$ cat src/rtl/reg_scan_display_pkg.sv
// Shared types and constants for the register-scan debug display.
// Holds the FSM state encoding, display geometry and the register-index wrap helper.
package reg_scan_display_pkg;

    typedef enum logic [1:0] {
        ST_SETTLE  = 2'd0,
        ST_CAPTURE = 2'd1,
        ST_HOLD    = 2'd2
    } state_e;

    localparam int         NUM_DIGITS = 8;
    localparam logic [7:0] SEG_BLANK  = 8'hFF;

    // Next register index, wrapping from the last scanned register back to 0.
    function automatic logic [4:0] next_sel(input logic [4:0] sel, input logic [4:0] last);
        return (sel == last) ? 5'd0 : sel + 5'd1;
    endfunction

endpackage

$ cat src/rtl/reg_scan_display_hex7seg.sv
// Combinational hex nibble to seven-segment decoder.
// Output is active-low {g,f,e,d,c,b,a}.
module hex7seg (
    input  logic [3:0] nibble_i,
    output logic [6:0] seg_n_o
);

    always_comb begin
        // NOTE: every path assigns seg_n_o (default arm included), so no latch is inferred.
        unique case (nibble_i)
            4'h0:    seg_n_o = 7'h40;
            4'h1:    seg_n_o = 7'h79;
            4'h2:    seg_n_o = 7'h24;
            4'h3:    seg_n_o = 7'h30;
            4'h4:    seg_n_o = 7'h19;
            4'h5:    seg_n_o = 7'h12;
            4'h6:    seg_n_o = 7'h02;
            4'h7:    seg_n_o = 7'h78;
            4'h8:    seg_n_o = 7'h00;
            4'h9:    seg_n_o = 7'h10;
            4'hA:    seg_n_o = 7'h08;
            4'hB:    seg_n_o = 7'h03;
            4'hC:    seg_n_o = 7'h46;
            4'hD:    seg_n_o = 7'h21;
            4'hE:    seg_n_o = 7'h06;
            default: seg_n_o = 7'h0E;
        endcase
    end

endmodule

$ cat src/rtl/reg_scan_display.sv
// Steps reg_sel through the computer's register file, snapshots reg_data and
// shows the 32-bit snapshot in hex on an 8-digit multiplexed seven-segment display.
module reg_scan_display
    import reg_scan_display_pkg::*;
#(
    parameter int SCAN_DIV = 100_000,
    parameter int STEP_DIV = 100_000_000,
    parameter int NUM_REGS = 32
) (
    input  logic        clk,
    input  logic        rst,
    input  logic        en_auto,
    input  logic        step_req,
    input  logic [31:0] reg_data,
    output logic [4:0]  reg_sel,
    output logic [4:0]  cur_sel,
    output logic [7:0]  an,
    output logic [7:0]  seg
);

    localparam int SCAN_W  = $clog2(SCAN_DIV);
    localparam int STEP_W  = $clog2(STEP_DIV);
    localparam int DIGIT_W = $clog2(NUM_DIGITS);

    localparam logic [SCAN_W-1:0]  SCAN_LAST  = SCAN_W'(SCAN_DIV - 1);
    localparam logic [STEP_W-1:0]  STEP_LAST  = STEP_W'(STEP_DIV - 1);
    localparam logic [DIGIT_W-1:0] DIGIT_LAST = DIGIT_W'(NUM_DIGITS - 1);
    localparam logic [4:0]         SEL_LAST   = 5'(NUM_REGS - 1);

    state_e              state_q, state_d;
    logic [STEP_W-1:0]   step_cnt_q, step_cnt_d;
    logic [SCAN_W-1:0]   scan_cnt_q, scan_cnt_d;
    logic [DIGIT_W-1:0]  digit_q, digit_d;
    logic                step_prev_q;
    logic [4:0]          sel_q, sel_d;
    logic [4:0]          cur_sel_q, cur_sel_d;
    logic [31:0]         snap_q, snap_d;
    logic [7:0]          an_q, an_d;
    logic [7:0]          seg_q, seg_d;

    logic        step_tick;
    logic        step_rise;
    logic        advance;
    logic        capture_en;
    logic [3:0]  nibble;
    logic [6:0]  seg7_n;
    logic        dp_n;

    assign step_tick = en_auto && (step_cnt_q == STEP_LAST);
    assign step_rise = step_req && !step_prev_q;

    // FSM: state register
    always_ff @(posedge clk) begin
        // NOTE: sequential state uses non-blocking assignment so every flop samples pre-edge values.
        if (rst) state_q <= ST_SETTLE;
        else     state_q <= state_d;
    end

    // FSM: next state
    always_comb begin
        state_d = state_q;
        unique case (state_q)
            ST_SETTLE:  state_d = ST_CAPTURE;
            ST_CAPTURE: state_d = ST_HOLD;
            ST_HOLD:    if (advance) state_d = ST_SETTLE;
            default:    state_d = ST_SETTLE;
        endcase
    end

    // FSM: outputs. en_auto picks exactly one advance source, so a coincident tick and edge count once.
    always_comb begin
        capture_en = (state_q == ST_CAPTURE);
        advance    = (state_q == ST_HOLD) &&
                     ((en_auto && step_tick) || (!en_auto && step_rise));
    end

    always_comb begin
        step_cnt_d = '0;
        if (en_auto) step_cnt_d = (step_cnt_q == STEP_LAST) ? '0 : step_cnt_q + 1'b1;

        scan_cnt_d = (scan_cnt_q == SCAN_LAST) ? '0 : scan_cnt_q + 1'b1;
        digit_d    = digit_q;
        if (scan_cnt_q == SCAN_LAST) digit_d = (digit_q == DIGIT_LAST) ? '0 : digit_q + 1'b1;

        sel_d     = advance ? next_sel(sel_q, SEL_LAST) : sel_q;
        cur_sel_d = capture_en ? sel_q : cur_sel_q;
        snap_d    = capture_en ? reg_data : snap_q;
    end

    // Display path: an and seg both derive from digit_q so they always change together.
    assign nibble = snap_q[{digit_q, 2'b00} +: 4];
    assign dp_n   = !(!en_auto && (digit_q == DIGIT_LAST));

    hex7seg u_hex7seg (
        .nibble_i (nibble),
        .seg_n_o  (seg7_n)
    );

    always_comb begin
        an_d  = ~(8'd1 << digit_q);
        seg_d = {dp_n, seg7_n};
    end

    always_ff @(posedge clk) begin
        if (rst) begin
            step_cnt_q  <= '0;
            scan_cnt_q  <= '0;
            digit_q     <= '0;
            step_prev_q <= 1'b0;
            sel_q       <= '0;
            cur_sel_q   <= '0;
            snap_q      <= '0;
            an_q        <= SEG_BLANK;
            seg_q       <= SEG_BLANK;
        end else begin
            step_cnt_q  <= step_cnt_d;
            scan_cnt_q  <= scan_cnt_d;
            digit_q     <= digit_d;
            step_prev_q <= step_req;
            sel_q       <= sel_d;
            cur_sel_q   <= cur_sel_d;
            snap_q      <= snap_d;
            an_q        <= an_d;
            seg_q       <= seg_d;
        end
    end

    assign reg_sel = sel_q;
    assign cur_sel = cur_sel_q;
    assign an      = an_q;
    assign seg     = seg_q;

endmodule

$ cat config.mk
export PLATFORM = sky130hd
export DESIGN_NAME = reg_scan_display
export DESIGN_NICKNAME = d
export VERILOG_FILES = /design/src/rtl/reg_scan_display_pkg.sv /design/src/rtl/reg_scan_display_hex7seg.sv /design/src/rtl/reg_scan_display.sv
export SDC_FILE = /design/constraint.sdc
export NUM_CORES = 1
export LEC_CHECK = 0
export CELL_PAD_IN_SITES_DETAIL_PLACEMENT = 1
export CELL_PAD_IN_SITES_GLOBAL_PLACEMENT = 2
export CORE_ASPECT_RATIO = 2
export CORE_MARGIN = 2
export CORE_UTILIZATION = 31
export CTS_BUF_LIST = sky130_fd_sc_hd__clkbuf_2
export DETAILED_ROUTE_END_ITERATION = 10
export GPL_ROUTABILITY_DRIVEN = 0
export PLACE_DENSITY_LB_ADDON = 0.3
export RECOVER_POWER = 100
export SLEW_MARGIN = 20
export SYNTH_ARGS = -nofsm -noshare
export SYNTH_HDL_FRONTEND = slang
export SYNTH_SLANG_ARGS = --single-unit
$ cat constraint.sdc
create_clock -name clk -period 2.3 [get_ports clk]
set_clock_uncertainty 0.2 [all_clocks]
set_input_delay 0.46 -clock clk [delete_from_list [all_inputs] [get_ports clk]]
set_output_delay 0.46 -clock clk [all_outputs]
set_load 0.01 [all_outputs]
After elaboration in Yosys (flattened, before gate mapping)
Memory sizes are Yosys's and may differ from the RTL's. A register that Yosys moved wholly into a read port is not among the register bits.
Index checks and enable logic that the tools add are counted.
{"block": "totals", "regBits": 108, "rom_bits": 112, "inputBits": 36, "out_inout_bits": 26, "word_cells": 43, "memories": 1}
{"memory": "(name not given)", "words": 16, "word_bits": 7, "rd": 1, "rd_ports_with_merged_regs": 1, "wr": 0, "line_no": "reg_scan_display_hex7seg.sv:10", "rtl": "unique case (nibble_i)"}
{"block": "op_classes", "addsub": 4, "eq_ne": 7, "shifts": 2, "muxes": 4, "bitwise": 2, "reduce_logical": 13}
{"op": "variable part select 32 x 6 -> 4 bit", "count": 1}
{"op": "adder 27 x 1 -> 27 bit (second input constant)", "count": 1}
{"op": "== test 27 bit (second input constant)", "count": 1}
{"op": "adder 17 x 1 -> 17 bit (second input constant)", "count": 1}
{"op": "== test 17 bit (second input constant)", "count": 1}
{"op": "inverter 8 bit", "count": 1}
{"op": "left shift 1 x 3 -> 8 bit (first input constant)", "count": 1}
{"op": "logical AND 1 bit", "count": 6}
{"op": "one-hot mux 2 bit (3 select lines)", "count": 1}
{"op": "adder 5 x 1 -> 5 bit (second input constant)", "count": 1}
{"op": "== test 5 bit (second input constant)", "count": 1}
{"op": "2-to-1 mux 5 bit", "count": 1}
{"op": "adder 3 x 1 -> 3 bit (second input constant)", "count": 1}
{"op": "== test 3 bit (second input constant)", "count": 1}
{"op": "logical NOT 1 bit", "count": 3}
{"op": "2-to-1 mux 3 bit", "count": 1}
{"op": "OR reduction 3 bit", "count": 1}
{"op": "== test 2 x 1 -> 1 bit (second input constant)", "count": 1}
{"op": "== test 2 bit (second input constant)", "count": 1}
{"op": "logical NOT 2 bit", "count": 1}
{"op": "2-to-1 mux 2 bit", "count": 1}
{"op": "!= test 2 bit (second input constant)", "count": 1}
{"op": "OR reduction 2 bit", "count": 1}
{"op": "logical OR 1 bit", "count": 1}
{"op": "inverter 1 bit", "count": 1}

Logic depth before layout (Yosys ltp)
{"block": "logic_depth", "depth_word": 7, "mapped_depth": 9, "ltp_nobuf": 8}

By module
Synthesis repeated with hierarchy kept, for this count alone.
{"block": "hier_totals", "hier_cells": 530, "area_unflattened_um2": 4662.0}
{"mod": "reg_scan_display", "instances": 1, "cells_each": 495, "area_per_inst_um2": 4391.7, "seq_area_each_um2": 2162.1}
{"mod": "hex7seg", "instances": 1, "cells_each": 35, "area_per_inst_um2": 270.3, "seq_area_each_um2": 0.0}

Worst setup path before layout
Ideal clock, no wire load.
{"block": "synth_path", "path_type": "register to register", "from": "register digit_q[0]", "to": "register seg_q[3] (netlist: seg[3])", "setup_ps": 122, "t_arrival_ps": 2199, "t_required_ps": 1978, "path_slack_ps": -221, "stages_incl_launch_ff": 9, "n_path_buf": 1, "period_less_slack_ps": 2521, "path_cell_list": "dfxtp_1 -> buf_2 -> mux4_2 -> mux2i_1 -> inv_1 -> ha_1 -> nand2_1 -> a21oi_1 -> a311o_1"}
{"block": "synth_via", "elab_chain_cells": 1}
{"element": "from (decl)", "line_no": "reg_scan_display.sv:33", "rtl": "logic [DIGIT_W-1:0] digit_q, digit_d;"}
{"element": "from (signal assigned)", "line_no": "reg_scan_display.sv:118", "rtl": "digit_q <= digit_d;"}
{"element": "variable part select 32 x 6 -> 4 bit", "line_no": "reg_scan_display.sv:91", "rtl": "assign nibble = snap_q[{digit_q, 2'b00} +: 4];"}
{"element": "to (decl)", "line_no": "reg_scan_display.sv:39", "rtl": "logic [7:0] seg_q, seg_d;"}
No other way between the ends.
A chain may end at the register's enable or synchronous reset.

Final worst setup path
{"block": "layout_path", "from": "register digit_q[0]", "to": "register seg_q[5] (netlist: seg[5])"}
The elaborated chain is that of the path after synthesis.

==> results.tsv <==
stage	metric	value	unit
status	outcome	finished, final reports clean	
pwr	ir_worst_vdd	0.000208	V
global_route	grt_max_degree	40	
cells_and_area	nets	682	
sta	setup_violations	0	
routing	drt_pass1_iterations	4	
clock_tree	tritoncts	built	
cells_and_area	drive_gt1_share	17.6	%
global_route	grt_overflow	0	
setup_path	crit_type	flop to flop	
clock_tree	cts.root.buffer_cell	clkbuf_2	
setup_path	required	2610	ps
clock_tree	clock_path_buffers	2	
setup_path	crit_path_end_kind	flop	
cells_and_area	layoutNonFillerInstCount	832	
setup_path	cpPeakStageDelay	490	ps
setup_path	cp_max_fo	6	
sta	slew_headroom	47.4	%
sta	fin_crit_sh	99.3	%
pwr	finalPower	3410	µW
pwr	p_per_area	560	nW/µm²
routing	wl	12600	µm
yosys	syn-num-nets	587	
clock_tree	cts.sinks	108	
setup_path	arrival	2590	ps
sta	worst_slack	16.1	ps
die	rows	63	
cells_and_area	area_growth	29.6	%
placed_design	dpl.cell_count	803	
sta	rsz0062_at_grt	true	
die	die_area	16200	µm²
routing	drt_iter0_markers	138	
sta	slew_viol_final	0	
sta	hold_viol	0	
global_route	antenna_found_initial	1	
global_route	grt_pass1_vias	4239	
placed_design	place_area	5720	µm²
placed_design	dp_slack	-61.5	ps
yosys	ys_types	50	
yosys	async_reset_ff_share	0	%
yosys	syn_inst	536	
setup_path	crit_buf_inv	1	
clock_tree	path_clk_slew	290	ps
yosys	syn_area_per_cell	8.75	µm²
routing	drc	0	
die	core_area	14800	µm²
placed_design	dp_hpwl	9600	µm
routing	ant_nets	0	
yosys	synth_edf_count	0	
pwr	leakagePower	0.00219	µW
yosys	ys.flop_type	dfxtp_1	
die	start_util	31.7	%
clock_tree	cts-buffers-inserted	9	
routing	wire_per_inst	15.2	µm
cells_and_area	num-fill-cells	1794	
cells_and_area	design_area	6080	µm²
clock_tree	clkLatencyLatePin	620	ps
placed_design	portBuffers	61	
routing	vias	4046	
yosys	synth-seq-cells	108	
yosys	ys_warn_count	0	
yosys	synth-seq-area-share	46.1	%
worst_hold_path	hold_class	input port to flop	
global_route	grt_pass1_wl	20700	µm
setup_path	path_delay_family	multiplexers	
setup_path	cpMaxStageDelayCell	mux4_2	
routing	vias_per_cell	4.86	
setup_path	crit_path_start_kind	flop	
die	fp.dieH	178	µm
sta	tightest_slew	788	ps
clock_tree	htreeDepth	3	
run	max-cap-violations	0	
sta	clock.fmax	0.438	GHz
global_route	grt.total_usage	16.1	%
die	boundaryPins	62	
die	die_x	91.0	µm
yosys	synth_area	4690	µm²
setup_path	crit_chain	buf_12 > mux4_2 > mux2_4 > ha_4 > nand2_2 > o21ai_1 > a221o_1	
sta	min_period	2280	ps
-- metal layers --
metal / vias to the layer above / global-route usage [%] / part of all wire (%)
li1: 2006 / - / -
met1: 1958 / 16.2 / 37
met2: 60 / 31.7 / 57
met3: 22 / 2.87 / 2.5
met5: - / 0 / 0
met4: 0 / 7.13 / 3.0
-- per-stage QoR --
step           hold WS [ps]  TNS, ps  utilization, %
5_1_grt                 107     -113            41.0
2_1_floorplan           218        0               -
3_3_place_gp            228        0            38.6
4_1_cts                83.1        0            40.0
6_report                160        0            41.0
3_5_place_dp            250     -161            38.6
-- registers in the layout (all words and copies together) (netlist names) --
signal       count
seg              8
step_cnt_q      27
step_prev_q      1
scan_cnt_q      17
reg_sel          5
an               8
snap_q          32
digit_q          3
state_q          2
cur_sel          5
-- power by group --
part | internal (µW) | switching [µW] | total (µW)
Sequential | 1940 | 45.1 | 1990
Clock | 368 | 641 | 1010
Combinational | 201 | 207 | 408
-- path summary, 6_finish.rpt --
path	slack, ps	start	cells past startpoint	endpoint
max	20	digit_q[0]$_SDFFE_PP0N_	7	seg[5]$_SDFF_PP1_
min	160	reg_data[0]	3	snap_q[0]$_SDFFE_PP0N_
max reg2reg	20	digit_q[0]$_SDFFE_PP0N_	7	seg[5]$_SDFF_PP1_
min reg2reg	250	step_cnt_q[0]$_SDFF_PP0_	1	step_cnt_q[0]$_SDFF_PP0_
-- what timing repair did --
| item | CTS | global route |
|---|---|---|
| setup buffers | 3 | 8 |
| hold buffers | 1 | 0 |
| gates resized for setup | 20 | 28 |
| setup endpoints to repair | 11 | 16 |
| pin swaps | 0 | 3 |
| endpoints found under the hold margin | 1 | 0 |
-- worst reg2reg max path, stage by stage (launching register included) --
cell and delay (ps):
dfxtp_2 420, buf_12 120, mux4_2 490, mux2_4 330, ha_4 190, nand2_2 70
o21ai_1 90, a221o_1 300
-- cell families after synthesis --
kind of cell	after synthesis	synth area share (%)
and+or+nand+nor	254	25.8
DFF	108	46.1
AOI/OAI and AO/OA	71	8.48
buffers and inverters	37	3.57
xor gates and xnor gates	36	6.72
muxes	15	5.39
adders and majority gates	15	4.00
-- synthesized netlist by cell type (2+ instances only) --
cell type	count	area share, %
nor4b_1	2	0.37
a31oi_1	3	0.40
ha_1	15	4.0
or4_1	2	0.32
nor2b_1	3	0.40
nand2b_1	13	1.7
clkbuf_1	13	1.0
nand3_1	21	2.2
mux2i_1	5	1.1
nand2_1	98	7.8
and4_1	3	0.56
nor2_1	60	4.8
mux2_2	2	0.48
or3_1	4	0.53
a21oi_1	50	5.3
o31ai_1	2	0.32
a221o_1	2	0.43
clkbuf_8	2	0.59
or2_2	3	0.40
mux4_2	8	3.8
inv_1	13	1.0
xor2_1	9	1.7
nor4_1	9	1.2
buf_2	5	0.53
clkbuf_2	2	0.21
and2_1	2	0.27
nor3_1	14	1.5
xnor2_1	27	5.0
dfxtp_1	108	46
nand4_1	5	0.67
and3_1	5	0.67
o2bb2ai_1	2	0.37
o21ai_0	7	0.75
-- layout make-up --
type	instances	area, µm²	area share [%]
antenna	1	2.50	0.0411
clock buffer	9	45.0	0.741
clock inverter	7	98.8	1.63
inverter	14	55.1	0.905
multi-input combinational	391	2480	40.7
sequential	108	2190	36.0
tap	195	244	4.01
timing repair buffer	107	970	15.9
-- placed cells by master (no fill, tap or decap), types with 3 or more instances in the layout --
cell type / n
nand2_1: 97
dfxtp_1: 92
nor2_1: 60
clkdlybuf4s50_1: 54
a21oi_1: 49
buf_4: 39
xnor2_1: 27
nand3_1: 21
nor3_1: 13
dfxtp_2: 13
nand2b_1: 12
inv_1: 11
ha_1: 11
clkbuf_2: 11
xor2_1: 9
mux4_2: 8
nor4_1: 8
and3_1: 5
nand4_1: 5
o21ai_0: 5
dlygate4sd2_1: 5
or3_1: 4
ha_4: 4
mux2i_1: 3
or2_2: 3
and4_1: 3
a31oi_1: 3
dfxtp_4: 3
Power figures use the tool's default switching activity.
